## config.mk

```make
export PLATFORM = sky130hd
export DESIGN_NAME = vga_fb_scanout
export DESIGN_NICKNAME = d
export VERILOG_FILES = /design/src/rtl/vga_scanout_pkg.sv /design/src/rtl/fb_word_fifo.sv /design/src/rtl/vga_fb_scanout.sv
export SDC_FILE = /design/constraint.sdc
export NUM_CORES = 1
export LEC_CHECK = 0
export CAP_MARGIN = 20
export CORE_MARGIN = 5
export CORE_UTILIZATION = 53
export DETAILED_ROUTE_END_ITERATION = 8
export PLACE_DENSITY = 0.76
export SETUP_SLACK_MARGIN = 0.5
export SYNTH_ARGS = -nofsm -noshare
export SYNTH_HDL_FRONTEND = slang
export SYNTH_SLANG_ARGS = --single-unit
```

## constraint.sdc

```tcl
create_clock -name clk -period 2.95 [get_ports clk]
set_clock_uncertainty 0.2 [all_clocks]
set_input_delay 0.295 -clock clk [delete_from_list [all_inputs] [get_ports clk]]
set_output_delay 0.295 -clock clk [all_outputs]
set_load 0.02 [all_outputs]
```

## src/rtl/vga_scanout_pkg.sv

```systemverilog
// Shared types, timing arithmetic and region-decode helpers for the VGA framebuffer scanout.
package vga_scanout_pkg;

    typedef struct packed {
        logic red;
        logic grn;
        logic blu;
    } rgb_t;

    localparam int unsigned FIFO_DEPTH_MIN = 2;

    function automatic int unsigned line_total(input int unsigned disp, input int unsigned fporch,
                                               input int unsigned sync, input int unsigned bporch);
        return disp + fporch + sync + bporch;
    endfunction

    // Sync pulse starts right after the front porch.
    function automatic int unsigned sync_start(input int unsigned disp,
                                               input int unsigned fporch);
        return disp + fporch;
    endfunction

    function automatic int unsigned words_per_line(input int unsigned box_width,
                                                   input int unsigned word_w);
        return box_width / word_w;
    endfunction

    function automatic int unsigned words_per_frame(input int unsigned box_width,
                                                    input int unsigned word_w,
                                                    input int unsigned box_height);
        return words_per_line(box_width, word_w) * box_height;
    endfunction

    function automatic logic in_window(input int unsigned val, input int unsigned lo,
                                       input int unsigned len);
        return (val >= lo) && (val < lo + len);
    endfunction

endpackage

```

## src/rtl/fb_word_fifo.sv

```systemverilog
// Synchronous prefetch FIFO for framebuffer words, with occupancy count and flush.
module fb_word_fifo
    import vga_scanout_pkg::*;
#(
    parameter int unsigned WORD_W     = 32,
    parameter int unsigned FIFO_DEPTH = 4,
    localparam int unsigned PTR_W     = $clog2(FIFO_DEPTH),
    localparam int unsigned CNT_W     = $clog2(FIFO_DEPTH + 1)
) (
    input  logic              clk,
    input  logic              reset,
    input  logic              flush,
    input  logic              push,
    input  logic [WORD_W-1:0] push_data,
    input  logic              pop,
    output logic [WORD_W-1:0] pop_data,
    output logic [CNT_W-1:0]  count
);

    logic [WORD_W-1:0] r_mem [FIFO_DEPTH];
    logic [PTR_W-1:0]  r_wr;
    logic [PTR_W-1:0]  r_rd;
    logic [CNT_W-1:0]  r_count;
    logic              w_do_pop;
    logic              w_do_push;

    assign w_do_pop  = pop && (r_count != '0);
    // A full FIFO still accepts a push when a pop frees a slot in the same cycle.
    assign w_do_push = push && ((r_count != CNT_W'(FIFO_DEPTH)) || w_do_pop);

    always_ff @(posedge clk) begin
        if (reset || flush) begin
            r_wr    <= '0;
            r_rd    <= '0;
            r_count <= '0;
        end else begin
            if (w_do_push) r_wr <= r_wr + 1'b1;
            if (w_do_pop)  r_rd <= r_rd + 1'b1;
            if (w_do_push && !w_do_pop)      r_count <= r_count + 1'b1;
            else if (w_do_pop && !w_do_push) r_count <= r_count - 1'b1;
        end
    end

    always_ff @(posedge clk) begin
        if (w_do_push && !reset && !flush) r_mem[r_wr] <= push_data;
    end

    assign pop_data = r_mem[r_rd];
    assign count    = r_count;

endmodule

```

## src/rtl/vga_fb_scanout.sv

```systemverilog
// VGA timing generator with VRAM prefetch and 1-bpp box scanout.
// Define VGA_SCANOUT_BORDER_EN to add border_rgb, which colours active pixels outside the box.
module vga_fb_scanout
    import vga_scanout_pkg::*;
#(
    parameter int unsigned H_DISP     = 1280,
    parameter int unsigned H_FPORCH   = 48,
    parameter int unsigned H_SYNC     = 112,
    parameter int unsigned H_BPORCH   = 248,
    parameter int unsigned V_DISP     = 1024,
    parameter int unsigned V_FPORCH   = 1,
    parameter int unsigned V_SYNC     = 3,
    parameter int unsigned V_BPORCH   = 38,
    parameter int unsigned BOX_X      = 256,
    parameter int unsigned BOX_Y      = 64,
    parameter int unsigned BOX_WIDTH  = 768,
    parameter int unsigned BOX_HEIGHT = 896,
    parameter int unsigned WORD_W     = 32,
    parameter int unsigned FIFO_DEPTH = 4,
    parameter int unsigned ADDR_W     = 15,
    parameter bit          SYNC_POL   = 1'b0
) (
`ifdef VGA_SCANOUT_BORDER_EN
    input  logic [2:0]        border_rgb,
`endif
    input  logic              clk,
    input  logic              reset,
    output logic [ADDR_W-1:0] vram_addr,
    output logic              vram_req,
    input  logic              vram_ready,
    input  logic [WORD_W-1:0] vram_data,
    output logic              vga_red,
    output logic              vga_grn,
    output logic              vga_blu,
    output logic              vga_hsync,
    output logic              vga_vsync,
    output logic              frame_start,
    output logic              underflow
);

    localparam int unsigned H_TOTAL     = line_total(H_DISP, H_FPORCH, H_SYNC, H_BPORCH);
    localparam int unsigned V_TOTAL     = line_total(V_DISP, V_FPORCH, V_SYNC, V_BPORCH);
    localparam int unsigned HS_START    = sync_start(H_DISP, H_FPORCH);
    localparam int unsigned VS_START    = sync_start(V_DISP, V_FPORCH);
    localparam int unsigned FRAME_WORDS = words_per_frame(BOX_WIDTH, WORD_W, BOX_HEIGHT);
    localparam int unsigned HW          = $clog2(H_TOTAL);
    localparam int unsigned VW          = $clog2(V_TOTAL);
    localparam int unsigned PW          = $clog2(FRAME_WORDS + 1);
    localparam int unsigned CNT_W       = $clog2(FIFO_DEPTH + 1);

    logic [HW-1:0]     r_h;
    logic [VW-1:0]     r_v;
    int unsigned       w_hu;
    int unsigned       w_vu;
    logic              w_active;
    logic              w_in_box;
    logic              w_word_start;
    logic              w_flush;
    logic              w_underrun;
    logic              w_pop;
    logic              w_push;
    logic              w_fetch;
    logic              w_pix;
    logic [CNT_W-1:0]  w_count;
    logic [WORD_W-1:0] w_head;
    logic [WORD_W-1:0] r_shift;
    logic              r_dead;
    logic [PW-1:0]     r_ptr;
    logic              r_req;
    logic [ADDR_W-1:0] r_addr;
    rgb_t              w_rgb;
    rgb_t              r_rgb;
    logic              r_hsync;
    logic              r_vsync;
    logic              r_frame_start;
    logic              r_underflow;

    always_ff @(posedge clk) begin
        if (reset) begin
            r_h <= '0;
            r_v <= '0;
        end else if (r_h == HW'(H_TOTAL - 1)) begin
            r_h <= '0;
            r_v <= (r_v == VW'(V_TOTAL - 1)) ? '0 : r_v + 1'b1;
        end else begin
            r_h <= r_h + 1'b1;
        end
    end

    assign w_hu         = 32'(r_h);
    assign w_vu         = 32'(r_v);
    assign w_active     = in_window(w_hu, 0, H_DISP) && in_window(w_vu, 0, V_DISP);
    assign w_in_box     = w_active && in_window(w_hu, BOX_X, BOX_WIDTH)
                          && in_window(w_vu, BOX_Y, BOX_HEIGHT);
    assign w_word_start = w_in_box && (((w_hu - BOX_X) % WORD_W) == 0);
    assign w_flush      = (w_vu == V_DISP) && (r_h == '0);

    // Once a frame has starved, later word boundaries neither pop nor re-flag.
    assign w_underrun   = w_word_start && !r_dead && (w_count == '0);
    assign w_pop        = w_word_start && !r_dead && (w_count != '0);
    assign w_push       = r_req && vram_ready && !w_flush;
    assign w_fetch      = !r_req && !r_dead && !w_underrun && !w_flush
                          && (w_count < CNT_W'(FIFO_DEPTH)) && (r_ptr < PW'(FRAME_WORDS));

    fb_word_fifo #(
        .WORD_W    (WORD_W),
        .FIFO_DEPTH(FIFO_DEPTH)
    ) u_fifo (
        .clk      (clk),
        .reset    (reset),
        .flush    (w_flush),
        .push     (w_push),
        .push_data(vram_data),
        .pop      (w_pop),
        .pop_data (w_head),
        .count    (w_count)
    );

    always_ff @(posedge clk) begin
        if (reset) begin
            r_req  <= 1'b0;
            r_addr <= '0;
            r_ptr  <= '0;
        end else if (w_flush) begin
            r_req <= 1'b0;
            r_ptr <= '0;
        end else if (w_push) begin
            r_req <= 1'b0;
            r_ptr <= r_ptr + 1'b1;
        end else if (w_fetch) begin
            r_req  <= 1'b1;
            r_addr <= ADDR_W'(r_ptr);
        end
    end

    assign w_pix = w_pop ? w_head[0] : r_shift[0];

    always_comb begin
        w_rgb = '0;
        if (w_in_box) begin
            if (!r_dead && !w_underrun && w_pix) w_rgb = rgb_t'(3'b111);
        end else if (w_active) begin
`ifdef VGA_SCANOUT_BORDER_EN
            w_rgb = rgb_t'(border_rgb);
`endif
        end
    end

    always_ff @(posedge clk) begin
        if (reset) begin
            r_rgb         <= '0;
            r_hsync       <= ~SYNC_POL;
            r_vsync       <= ~SYNC_POL;
            r_frame_start <= 1'b0;
            r_underflow   <= 1'b0;
            r_dead        <= 1'b0;
            r_shift       <= '0;
        end else begin
            r_rgb         <= w_rgb;
            r_hsync       <= in_window(w_hu, HS_START, H_SYNC) ? SYNC_POL : ~SYNC_POL;
            r_vsync       <= in_window(w_vu, VS_START, V_SYNC) ? SYNC_POL : ~SYNC_POL;
            r_frame_start <= (r_h == '0) && (r_v == '0);
            if (w_underrun) r_underflow <= 1'b1;
            if (w_flush)         r_dead <= 1'b0;
            else if (w_underrun) r_dead <= 1'b1;
            r_shift <= w_pop ? (w_head >> 1) : (r_shift >> 1);
        end
    end

    assign vram_req    = r_req;
    assign vram_addr   = r_addr;
    assign vga_red     = r_rgb.red;
    assign vga_grn     = r_rgb.grn;
    assign vga_blu     = r_rgb.blu;
    assign vga_hsync   = r_hsync;
    assign vga_vsync   = r_vsync;
    assign frame_start = r_frame_start;
    assign underflow   = r_underflow;

endmodule

```

Word level (Yosys, flattened, before mapping)
Memories as Yosys holds them, arrays and structs flattened. A register that Yosys moved wholly into a read port is not among the register bits.
Index checks and enable logic that the tools add are counted.
- memories kept: 1
- register bits: 100
- logic and storage cells: 109
- bits in writable memories: 128
- output and inout bits: 23
- magnitude comparators: 14
- equal/unequal tests: 4
- $add $sub $neg: 8
- muxes and demuxes: 12
- reduce and logical (&&, ||, !) cells: 50
- bitwise logic cells: 3
- memories (name ; words ; bits a word ; rd ports ; clocked after memory_dff ; wr ports ; RTL line ; RTL):
    u_fifo.r_mem ; 4 ; 32 ; 1 ; 1 ; 1 ; fb_word_fifo.sv:20 ; logic [WORD_W-1:0] r_mem [FIFO_DEPTH];
- operators by type and width (operator ; count):
    11-bit < comparator, second input constant ; 5
    11-bit equality test, second input constant ; 3
    32-bit zero test ; 1
    31-bit two-way mux ; 1
    1-bit logical AND ; 30
    11-bit by 1-bit adder with 11-bit output, second input constant ; 2
    11-bit by 1-bit greater-or-equal comparator with 1-bit output, second input constant ; 2
    11-bit greater-or-equal comparator, second input constant ; 2
    11-bit zero test ; 2
    15-bit by 1-bit adder with 15-bit output, second input constant ; 1
    15-bit < comparator, second input constant ; 1
    11-bit by 7-bit greater-or-equal comparator with 1-bit output, second input constant ; 1
    11-bit by 9-bit greater-or-equal comparator with 1-bit output, second input constant ; 1
    11-bit by 10-bit < comparator with 1-bit output, second input constant ; 1
    11-bit two-way mux ; 1
    3-bit two-way mux ; 3
    1-bit zero test ; 7
    2-bit OR reduction ; 3
    1-bit two-way mux ; 5
    5-bit by 1-bit subtractor with 5-bit output, second input constant ; 1
    2-bit by 1-bit adder with 2-bit output, second input constant ; 2
    2-bit two-way mux ; 2
    3-bit by 1-bit adder with 3-bit output, second input constant ; 1
    3-bit zero test ; 1
    other kinds (9) ; 12

Depth between registers and ports, before layout
Gate-level depths: netlist of the first run.
- depth in word-level cells: 15
- depth in mapped cells: 13

Cells and area by module
A second synthesis of the first run with hierarchy kept.
- cells, all modules: 650
- area, all modules: 9022.4 um^2
- modules (own cells, without submodules) (module ; cells each ; times used ; area each (um^2) ; seq. area each (um^2)):
    fb_word_fifo ; 215 ; 1 ; 5077.4 ; 4023.9
    vga_fb_scanout ; 435 ; 1 ; 3945.0 ; 1801.7

Least setup slack after synthesis of the first run
Ideal clock, no wire load.
- path kind: reg-to-reg
- from: register r_h[0]
- to: memory u_fifo.r_mem[0][0] (enable)
- library setup time: 392 ps
- slack: -171 ps
- path buffers: 0
- stages on the path, launching flop included: 7
- data arrival time: 2529 ps
- cell sequence: dfxtp_1 > inv_1 > ha_1 > or4b_4 > o311a_2 > nor2_1 > and3_1
- longest elaborated chain between the ends: 15
- ends and longest elaborated chain (item ; RTL line ; RTL):
    start, declared ; vga_fb_scanout.sv:51 ; logic [HW-1:0] r_h;
    start signal, assigned ; vga_fb_scanout.sv:86 ; r_h <= r_h + 1'b1;
    11-bit by 1-bit greater-or-equal comparator with 1-bit output / 11-bit < comparator (equally long branches) ; vga_scanout_pkg.sv:36 ; return (val >= lo) && (val < lo + len);
    1-bit logical AND ; vga_scanout_pkg.sv:36 ;
    1-bit logical AND ; vga_fb_scanout.sv:92 ; assign w_active = in_window(w_hu, 0, H_DISP) && in_window(w_vu, 0, V_DISP);
    1-bit logical AND ; vga_fb_scanout.sv:93 ; assign w_in_box = w_active && in_window(w_hu, BOX_X, BOX_WIDTH)
    1-bit logical AND ; vga_fb_scanout.sv:94 ; && in_window(w_vu, BOX_Y, BOX_HEIGHT);
    1-bit logical AND ; vga_fb_scanout.sv:95 ; assign w_word_start = w_in_box && (((w_hu - BOX_X) % WORD_W) == 0);
    1-bit logical AND (2 in series) ; vga_fb_scanout.sv:100 ; assign w_pop = w_word_start && !r_dead && (w_count != '0);
    1-bit logical AND ; fb_word_fifo.sv:27 ; assign w_do_pop = pop && (r_count != '0);
    1-bit logical OR ; fb_word_fifo.sv:29 ; assign w_do_push = push && ((r_count != CNT_W'(FIFO_DEPTH)) || w_do_pop);
    1-bit logical AND ; fb_word_fifo.sv:29 ;
    1-bit logical AND ; fb_word_fifo.sv:45 ; if (w_do_push && !reset && !flush) r_mem[r_wr] <= push_data;
    1-bit logical AND (*) ; fb_word_fifo.sv:45 ;
    1-bit two-way mux (*) ; fb_word_fifo.sv:45 ;
    1-bit two-way mux (implied by the code) (*) ; fb_word_fifo.sv:45 ;
    end, declared ; fb_word_fifo.sv:20 ;
Mark *: on every way between the ends. The rest lies on a longest branch, timed or not.

Worst setup path after layout of the first run
- from: register r_v[1]
- to: register u_fifo.r_count[2] (netlist: u_fifo.count[2])
- longest elaborated chain between the ends: 14
- ends and longest elaborated chain (item ; RTL line ; RTL):
    start, declared ; vga_fb_scanout.sv:52 ; logic [VW-1:0] r_v;
    start signal, assigned ; vga_fb_scanout.sv:84 ; r_v <= (r_v == VW'(V_TOTAL - 1)) ? '0 : r_v + 1'b1;
    11-bit by 1-bit greater-or-equal comparator with 1-bit output / 11-bit < comparator (equally long branches) ; vga_scanout_pkg.sv:36 ;
    1-bit logical AND ; vga_scanout_pkg.sv:36 ;
    1-bit logical AND ; vga_fb_scanout.sv:92 ;
    1-bit logical AND ; vga_fb_scanout.sv:93 ;
    1-bit logical AND ; vga_fb_scanout.sv:94 ;
    1-bit logical AND ; vga_fb_scanout.sv:95 ;
    1-bit logical AND (2 in series) ; vga_fb_scanout.sv:100 ;
    1-bit logical AND ; fb_word_fifo.sv:27 ;
    1-bit logical OR ; fb_word_fifo.sv:29 ;
    1-bit logical AND (*) ; fb_word_fifo.sv:29 ;
    via u_fifo.w_do_push ; fb_word_fifo.sv:25 ; logic w_do_push;
    1-bit zero test ; fb_word_fifo.sv:40 ; else if (w_do_pop && !w_do_push) r_count <= r_count - 1'b1;
    1-bit logical AND ; fb_word_fifo.sv:40 ;
    2-bit nonzero test (no source line) ; - ;
    end signal, assigned ; fb_word_fifo.sv:39 ; if (w_do_push && !w_do_pop) r_count <= r_count + 1'b1;
    end signal, assigned ; fb_word_fifo.sv:40 ;
    end, declared ; fb_word_fifo.sv:23 ; logic [CNT_W-1:0] r_count;
Mark *: on every way through the listed nets, which the timed path passes. The rest lies on a longest branch.
A chain may end at the register's enable or synchronous reset.

==> results.toml, run 1 <==
[outcome]
status = "complete, no violations"

[timing]
worst_slack_ps = 86.4
fin_crit_ps = 2860
worst_pin_slew_ps = 801
setup_violations = 0
rsz0062_at_grt = "true"
maxSlewHeadroom_pct = 46.5
slew_violations = 0
min_period_over_period_pct = 97.1
fmax_ghz = 0.349
finalHoldViolations = 0
fin_tns_setup_ps = 0

[run]
maxCapViolations = 0

[finish]
nFillCells = 1121
stdcell_count = 986
antennaDiodeCount = 0
layout-drive-gt1-share_pct = 25.6
syn2layout_area_growth_pct = 26.6
nets = 797

[synthesis]
syn-num-nets = 709
yosys.area.top_type_share_pct = 43.0
synth_area_mm2 = 0.00893
synth_xor_xnor_area_share_pct = 3.24
yosys.area_share.adder_pct = 1.77
synthMuxAreaShare_pct = 9.86
synth_top_family_by_area = "simple AND/OR/NAND/NOR gates"
synth-compound-area-share_pct = 3.76
ys.warnings.count = 0
yosys_register_bits = 227
synth_cell_types = 53
seq_area_frac_synth_pct = 65.2
yosysMostFrequentCell = "edfxtp_1"
synthCells = 662
synth_ff_type = "edfxtp_1"
yosys.area_share.simple_pct = 13.9
synth_top_area_cell = "edfxtp_1"
ys_top_cells_by_count = "128 x edfxtp_1, 99 x dfxtp_1, 79 x nand2_1"
postSynthAreaPerCell_um2 = 13.5
synth-async-reset-ratio_pct = 0
synth-edff-count = 128
synth_area_leaders = "edfxtp_1 43%, dfxtp_1 22%, mux4_2 8.1%, nand2_1 3.3%, nand2b_1 2.2%"

[drt]
drtIter0Drc = 413
drtAntennaViolNets = 0
wl_met1_mm = 7.62
via_per_inst = 5.55
firstDrtPassIters = 5
routed_wl_mm = 18.0
drcViolationCount = 0
met2_length_mm = 9.20
wl_per_cell_um = 18.3
top_layer = "met4"
vias = 5477
wl_met3_um = 815

[clock_network]
root_buffer = "clkbuf_16"
h-tree-depth = 1
cts.reportedPaths.clkPinSlew_ps = 60
cts_max_path_buffers = 3
cts_hold_buf = 0
clk_latency_ps = 520
cts-buffers-inserted = 23
cts_tree = "built"
numClockSinks = 227

[worst_setup_path]
worstReg2RegStart = "r_v[1]"
path_max_fanout = 2
cp_data_arrival_time_ps = 3070
reg2reg_to = "u_fifo.count[2]"
reg2reg_depth = 13
cp.required_ps = 3150
start_kind = "flop"
criticalPathCategory = "flop to flop"
rrSetupSlack_ps = 90
endpoint_kind = "flop"

[place]
gpl.final_weighted_congestion = 0.797
place_ws_ps = 136
place_inst = 926
port_buffers = 57
dpl.hpwl_mm = 10.2

[pwr]
power_w = 0.00665
power.leakage_nw = 3.71
ir_drop_v = 0.000587
power.density_mw_per_mm2 = 588

[global_routing]
grt_pass1_wl_mm = 28.1
grt_start_max_net_pins = 45
grt_overflow = 0
grt_pass1_vias = 5555
grt_usage_pct = 17.4
antenna_found_initial = 0

[floorplanning]
die_h_um = 140
io-pin-count = 58
initial_core_util_pct = 53.8
die_x_um = 140
core-area_mm2 = 0.0166
die-area_mm2 = 0.0195
row_count = 47

[worst_hold_path]
min_path_type = "input pin to flop"
hold_path_startpoint = "reset"
hold_depth = 2
min_to = "underflow"
-- cells by family after synthesis --
logic type,after synthesis
AND/OR/NAND/NOR,238
flip-flops,227
AO/OA/AOI/OAI,56
buffers and inverters,48
multiplexers,48
XOR/XNOR,33
adder cells (fa/ha/maj),12
-- power breakdown --
part           internal [W]  leakage (nW)  switching, W
clock               0.00169         0.364       0.00117
combinational      0.000185          1.39      0.000192
sequential          0.00338          1.96     0.0000277
-- what timing repair did --
| action | in CTS | in global routing |
|---|---|---|
| endpoints found under the setup margin | 144 | 186 |
| buffers inserted | 4 | 12 |
| cloned | 0 | 3 |
| pin swaps | 1 | 59 |
| gates resized for setup | 10 | 115 |
-- worst max path at each step --
stage | startpoint | to
3_3_place_gp | r_v[6] | u_fifo.count[2]
4_1_cts | r_h[0] | u_fifo.count[2]
5_1_grt | r_h[0] | u_fifo.count[2]
2_1_floorplan | r_h[0] | u_fifo.count[2]
6_report | r_v[1] | u_fifo.count[2]
3_5_place_dp | r_v[6] | u_fifo.count[1]
-- layout make-up --
class                   instances  area (µm²)  share of cell area (%)
flip-flops and latches        227        5840                    51.6
multi-input cells             387        3340                    29.5
repair buffers                 96        1050                    9.27
clock buffers                  32         639                    5.66
well taps                     220         275                    2.43
clock inverters                 9         105                   0.930
inverters                      15        61.3                   0.542
-- worst max-delay path, stage by stage, from the launching register on --
cell and delay, ps:
dfxtp_4 350, inv_4 60, ha_4 120, or4b_4 470, nor4_4 330, and4_4 290
nor3_4 50, ha_4 160, inv_2 50, fa_2 190, xor2_1 180, nor2_1 80
xnor2_1 160, nor2_1 60
-- per-stage QoR --
stage	area (µm²)	hold slack, ps	util, %
final	11300	66.0	68.2
after global routing	11300	96.9	68.2
after CTS	10700	43.3	64.6
after detailed placement	9910	232	59.8
after global placement	9910	226	59.8
after floorplan	9000	194	-
-- registers in the layout, summed over array words and instances (netlist names), named ones only --
name,count
vram_req,1
r_v,11
vram_addr,15
u_fifo.r_mem,128
r_ptr,15
u_fifo.r_rd,2
underflow,1
r_shift,31
u_fifo.r_wr,2
r_h,11
vga_vsync,1
r_dead,1
u_fifo.count,3
vga_hsync,1
vga_red,1
frame_start,1
-- placed cells by master, fill, tap and decap left out, drive strengths merged, types with 6 or more instances in the layout --
| master | instances |
|---|---|
| xnor2 | 13 |
| o21ai | 7 |
| clkbuf | 34 |
| xor2 | 20 |
| and3 | 9 |
| clkdlybuf4s50 | 56 |
| dfxtp | 99 |
| nor2 | 50 |
| nand4 | 13 |
| nand2b | 32 |
| ha | 11 |
| nand2 | 80 |
| a21oi | 39 |
| nor3 | 9 |
| inv | 16 |
| mux2i | 16 |
| mux4 | 32 |
| edfxtp | 128 |
| buf | 38 |
| clkinv | 6 |
| nand3 | 12 |
| nor4 | 6 |
-- metal layers --
layer	up-vias	global-route usage (%)
met1	2730	22.7
met3	29	3.02
li1	2573	-
met5	-	0
met2	145	30.1
met4	0	5.20
(Power assumes the default switching activity.)
==> inputs of run 2 (changes only) <==
--- a/config.mk
+++ b/config.mk
@@ -8,7 +8,8 @@
 export CAP_MARGIN = 20
 export CORE_MARGIN = 5
-export CORE_UTILIZATION = 53
+export CORE_UTILIZATION = 55
+export CTS_BUF_LIST = sky130_fd_sc_hd__clkbuf_8
 export DETAILED_ROUTE_END_ITERATION = 8
-export PLACE_DENSITY = 0.76
+export PLACE_DENSITY = 0.79
 export SETUP_SLACK_MARGIN = 0.5
 export SYNTH_ARGS = -nofsm -noshare
==> constraint.sdc (replaced) <==
create_clock -name clk -period 2.95 [get_ports clk]
set_clock_uncertainty 0.2 [all_clocks]
set_input_delay 0.885 -clock clk [delete_from_list [all_inputs] [get_ports clk]]
set_output_delay 0.885 -clock clk [all_outputs]
set_load 0.02 [all_outputs]
==> run 2 against run 1 <==
Net effect:
- global-route usage increased by 4.1 points
- sequential power about the same
- first-iteration DRC count increased by 5.3%
- via count increased by 5.9%
- non-clock buffer count increased by 39
- clock power decreased by 11%
- die area decreased by 3.4%
- sequential share of layout area decreased by 1.1 points
- setup slack improved by 80 ps
- critical path depth decreased by 1
- worst hold slack improved by 170 ps
- largest cell class unchanged
==> results.toml, run 2 (synthesis results as in run 1) <==
[finish]
syn2layout_area_growth_pct = 29.3
antennaDiodeCount = 0
mostFrequentLayoutCell = "edfxtp_1"
top_regs = "u_fifo.r_mem (128), r_shift (31)"
most-common-layout-cells = "128 x edfxtp_1, 93 x dfxtp_1, 79 x nand2_1"
nets = 849
layout-drive-gt1-share_pct = 24.2
top_register = "u_fifo.r_mem"
largest_reg_flops = 128

[worst_setup_path]
rrSetupSlack_ps = 170
reg2reg_to = "u_fifo.count[2]"
cp_data_arrival_time_ps = 3000
worstReg2RegStart = "r_h[0]"
reg2reg_depth = 12
path_max_fanout = 2
criticalPathCategory = "flop to flop"
start_kind = "flop"
endpoint_kind = "flop"
cp.required_ps = 3160

[timing]
maxSlewHeadroom_pct = 47.6
worst_pin_slew_ps = 780
rsz0062_at_grt = "true"
min_period_over_period_pct = 94.4
setup_violations = 0
slew_violations = 0
fin_crit_ps = 2780
finalHoldViolations = 0
hold_slack_ps = 239
fmax_ghz = 0.359

[drt]
drtAntennaViolNets = 0
wl_per_cell_um = 19.5
routed_wl_mm = 20.4
drtIter0Drc = 435
firstDrtPassIters = 5
via_per_inst = 5.56
vias = 5800
drcViolationCount = 0

[floorplanning]
die-area_mm2 = 0.0189
die_x_um = 137
initial_core_util_pct = 56.2
die_h_um = 137
io-pin-count = 58
core-area_mm2 = 0.0159
row_count = 46

[clock_network]
cts_max_path_buffers = 3
cts_hold_buf = 0
root_buffer = "clkbuf_8"
clk_latency_ps = 540
cts_tree = "built"
numClockSinks = 227
cts.reportedPaths.clkPinSlew_ps = 60
h-tree-depth = 2
cts-buffers-inserted = 36

[place]
gpl.final_weighted_congestion = 0.852
port_buffers = 57
dpl.hpwl_mm = 10.9

[global_routing]
grt_overflow = 0
grt_start_max_net_pins = 75
grt_pass1_vias = 6051
antenna_found_initial = 0
grt_usage_pct = 21.5
grt_pass1_wl_mm = 31.0

[run]
maxCapViolations = 0

[pwr]
power.density_mw_per_mm2 = 552
power.leakage_nw = 4.11
ir_drop_v = 0.000412
power_w = 0.00637

[worst_hold_path]
hold_path_startpoint = "r_shift[25]"
min_to = "r_shift[24]"
hold_depth = 2
min_path_type = "flop to flop"

[outcome]
status = "complete, no violations"
run 2: cell count changes in the layout (fill, tap and decap cells not counted), sizes merged:
cell	previous run	this run
buf	38	78
bufinv	2	0
clkbuf	34	43
clkdlybuf4s50	56	33
clkinv	6	2
dlygate4sd2	0	23
inv	16	35
run 2: worst max-delay path by stage:
stage / end / slack, ps / depth (start not counted) / startpoint
after detailed placement: u_fifo.count[2] / -130 / 10 / vram_ready
after global placement: u_fifo.count[2] / -100 / 10 / vram_ready
after CTS: u_fifo.count[2] / 190 / 12 / r_h[0]
final: u_fifo.count[2] / 170 / 12 / r_h[0]
after floorplan: u_fifo.count[2] / 200 / 12 / r_h[0]
after global routing: u_fifo.count[2] / 90 / 12 / r_h[0]
run 2: critical path, cell delays in order (launching register included):
cell,delay (ps)
dfxtp_2,330
inv_2,60
ha_4,130
or4b_4,480
o311a_4,350
nor3_4,160
ha_4,160
inv_2,40
fa_2,330
xor2_1,140
nor2_1,120
xnor2_1,130
nor2_1,50
run 2: through the flow:
step           worst slack, ps  std cells  setup TNS (ps)  area, µm²  util [%]
2_1_floorplan              201        662               0       9000         -
3_3_place_gp             -99.2        934            -171      10100      63.3
3_5_place_dp              -129        934            -192      10100      63.3
4_1_cts                    192       1035               0      11400      71.6
5_1_grt                   94.9       1044               0      11500      72.7
6_report                   166       1044               0      11500      72.7
run 2: metal layers:
metal	track usage (%)	part of all wire [%]
met1	25.9	39
met2	38.1	53
met3	4.13	5.4
met4	8.26	2.5
met5	0	0
run 2: cell type report:
| cell class | instances | area [µm²] |
|---|---|---|
| flip-flops and latches | 227 | 5840 |
| fillers | 975 | 4340 |
| multi-input cells | 387 | 3050 |
| repair buffers | 135 | 1640 |
| clock buffers | 42 | 578 |
| well taps | 216 | 270 |
| clock inverters | 22 | 110 |
| inverters | 15 | 61.3 |
run 2: repair_timing:
| item | in CTS | in global routing |
|---|---|---|
| gates resized for setup | 69 | 13 |
| setup endpoints to repair | 175 | 177 |
| pin swaps | 6 | 5 |
| setup buffers | 29 | 8 |
| gates cloned | 8 | 1 |
run 2: power by group:
part           switching, W  leakage (nW)  total, W  internal [W]
logic              0.000200          1.74  0.000412      0.000212
clock network       0.00123         0.418   0.00255       0.00132
registers         0.0000294          1.96   0.00341       0.00338
total               0.00146          4.11   0.00637       0.00491
==> inputs of run 3 (changes only) <==
Settings changed: RECOVER_POWER set to 25.
==> run 3 against run 2 <==
Net effect:
- cell count is the same
- global-route usage unchanged
- routed wire length unchanged
- clock power hardly changed
- register-to-register slack barely moved
- critical endpoint unchanged
==> results.toml, run 3 (synthesis results as in run 1) <==
[worst_hold_path]
hold_depth = 2
hold_path_startpoint = "r_shift[25]"
min_path_type = "flop to flop"

[floorplanning]
io-pin-count = 58
row_count = 46
initial_core_util_pct = 56.2
die_h_um = 137
die_x_um = 137
core-area_mm2 = 0.0159
die-area_mm2 = 0.0189

[worst_setup_path]
crit_start = "r_h[0]"
reg2reg_to = "u_fifo.count[2]"
start_kind = "flop"
crit_path_cell_trace = "inv_2 > ha_4 > or4b_4 > o311a_4 > nor3_4 > ha_4 > inv_2 > fa_2 > xor2_1 > nor2_1 > xnor2_1 > nor2_1"
crit_path_end = "u_fifo.count[2]"
worst_path_largest_cell_delay_ps = 480
crit_path_top_delay_cell = "or4b_4"
endpoint_kind = "flop"
cp.required_ps = 3160
rrSetupSlack_ps = 170
crit_cells = 12
cp_data_arrival_time_ps = 3000
worstReg2RegStart = "r_h[0]"
reg2reg_depth = 12
crit_family = "simple AND/OR/NAND/NOR gates"
criticalPathCategory = "flop to flop"
crit_buf_inv = 2
path_max_fanout = 2

[finish]
antennaDiodeCount = 0
largest_reg_flops = 128
final_core_util_pct = 72.7
top_regs = "u_fifo.r_mem (128), r_shift (31)"
fin_area_mm2 = 0.0115
top_register = "u_fifo.r_mem"
mostFrequentLayoutCell = "edfxtp_1"
syn2layout_area_growth_pct = 29.3
layout-drive-gt1-share_pct = 24.2
nFillCells = 975
nets = 849
most-common-layout-cells = "128 x edfxtp_1, 93 x dfxtp_1, 79 x nand2_1"

[global_routing]
grt_start_max_net_pins = 75
grt_pass1_vias = 6051
grt_pass1_wl_mm = 31.0
grt_usage_pct = 21.5
antenna_found_initial = 0
grt_overflow = 0

[place]
port_buffers = 57
dpl.hpwl_mm = 10.9
place_area_mm2 = 0.0101
gpl.final_weighted_congestion = 0.852

[clock_network]
cts_max_path_buffers = 3
root_buffer = "clkbuf_8"
cts.reportedPaths.clkPinSlew_ps = 60
h-tree-depth = 2
cts_tree = "built"
cts-buffers-inserted = 36
clk_latency_ps = 550
numClockSinks = 227

[timing]
hold_slack_ps = 239
rsz0062_at_grt = "true"
maxSlewHeadroom_pct = 47.5
setup_violations = 0
slew_violations = 0
worst_pin_slew_ps = 781
finalHoldViolations = 0
fin_tns_setup_ps = 0
fin_crit_ps = 2780
fmax_ghz = 0.359
min_period_over_period_pct = 94.4

[drt]
firstDrtPassIters = 7
drtIter0Drc = 440
wl_per_cell_um = 19.5
via_per_inst = 5.57
drcViolationCount = 0
vias = 5816
routed_wl_mm = 20.4
drtAntennaViolNets = 0

[pwr]
ir_drop_v = 0.000410
power.density_mw_per_mm2 = 551
power.leakage_nw = 4.12
power_w = 0.00637

[outcome]
status = "complete, no violations"

[run]
maxCapViolations = 0
## run 3: changes by cell type in the layout (fill, tap and decap cells not counted)
cell and change:
clkdlybuf4s50_1 -26, dlygate4sd3_1 +26
## run 3: how the worst min path moves through the flow
| stage | endpoint | slack, ps |
|---|---|---|
| 4_1_cts | r_shift[7] | 240 |
| 3_5_place_dp | r_shift[3] | 230 |
| 2_1_floorplan | r_h[0] | 220 |
| 6_report | r_shift[24] | 240 |
| 3_3_place_gp | r_shift[16] | 230 |
| 5_1_grt | r_shift[24] | 250 |
## run 3: repair_timing
item / in CTS / in global routing
buffers inserted: 29 / 8
setup endpoints to repair: 175 / 177
hold buffers: 0 / 0
pin swaps: 6 / 5
gates resized for setup: 69 / 13
gates cloned: 8 / 1
## run 3: area by class of cell
type	instances	area (µm²)	area share (%)
Multi-Input combinational cell	387	3050	26.4
Tap cell	216	270	2.34
Sequential cell	227	5840	50.6
Clock inverter	22	110	0.953
Timing Repair Buffer	135	1640	14.2
Clock buffer	42	578	5.01
Inverter	15	61.3	0.531
## run 3: power breakdown
part           switching, W  internal, W
clock               0.00123      0.00132
sequential        0.0000293      0.00338
combinational      0.000201     0.000205
total               0.00146      0.00490
## run 3: worst register-to-register path, cell delays in order, from the launching register on
cell	delay, ps
dfxtp_2	330
inv_2	60
ha_4	130
or4b_4	480
o311a_4	350
nor3_4	160
ha_4	160
inv_2	40
fa_2	330
xor2_1	140
nor2_1	120
xnor2_1	130
nor2_1	50
## run 3: layer usage
metal / vias to the layer above / wire length (µm) / global-route usage (%)
li1: 2682 / - / -
met1: 2876 / 7890 / 25.9
met2: 215 / 10800 / 38.1
met3: 43 / 1140 / 4.13
met4: 0 / 500 / 8.26
met5: - / 0 / 0
## run 3: metrics by stage
stage / setup slack (ps) / std cells
after detailed placement: -129 / 934
after CTS: 192 / 1035
final: 166 / 1044
after global placement: -99.2 / 934
after global routing: 94.9 / 1044
after floorplan: 201 / 662
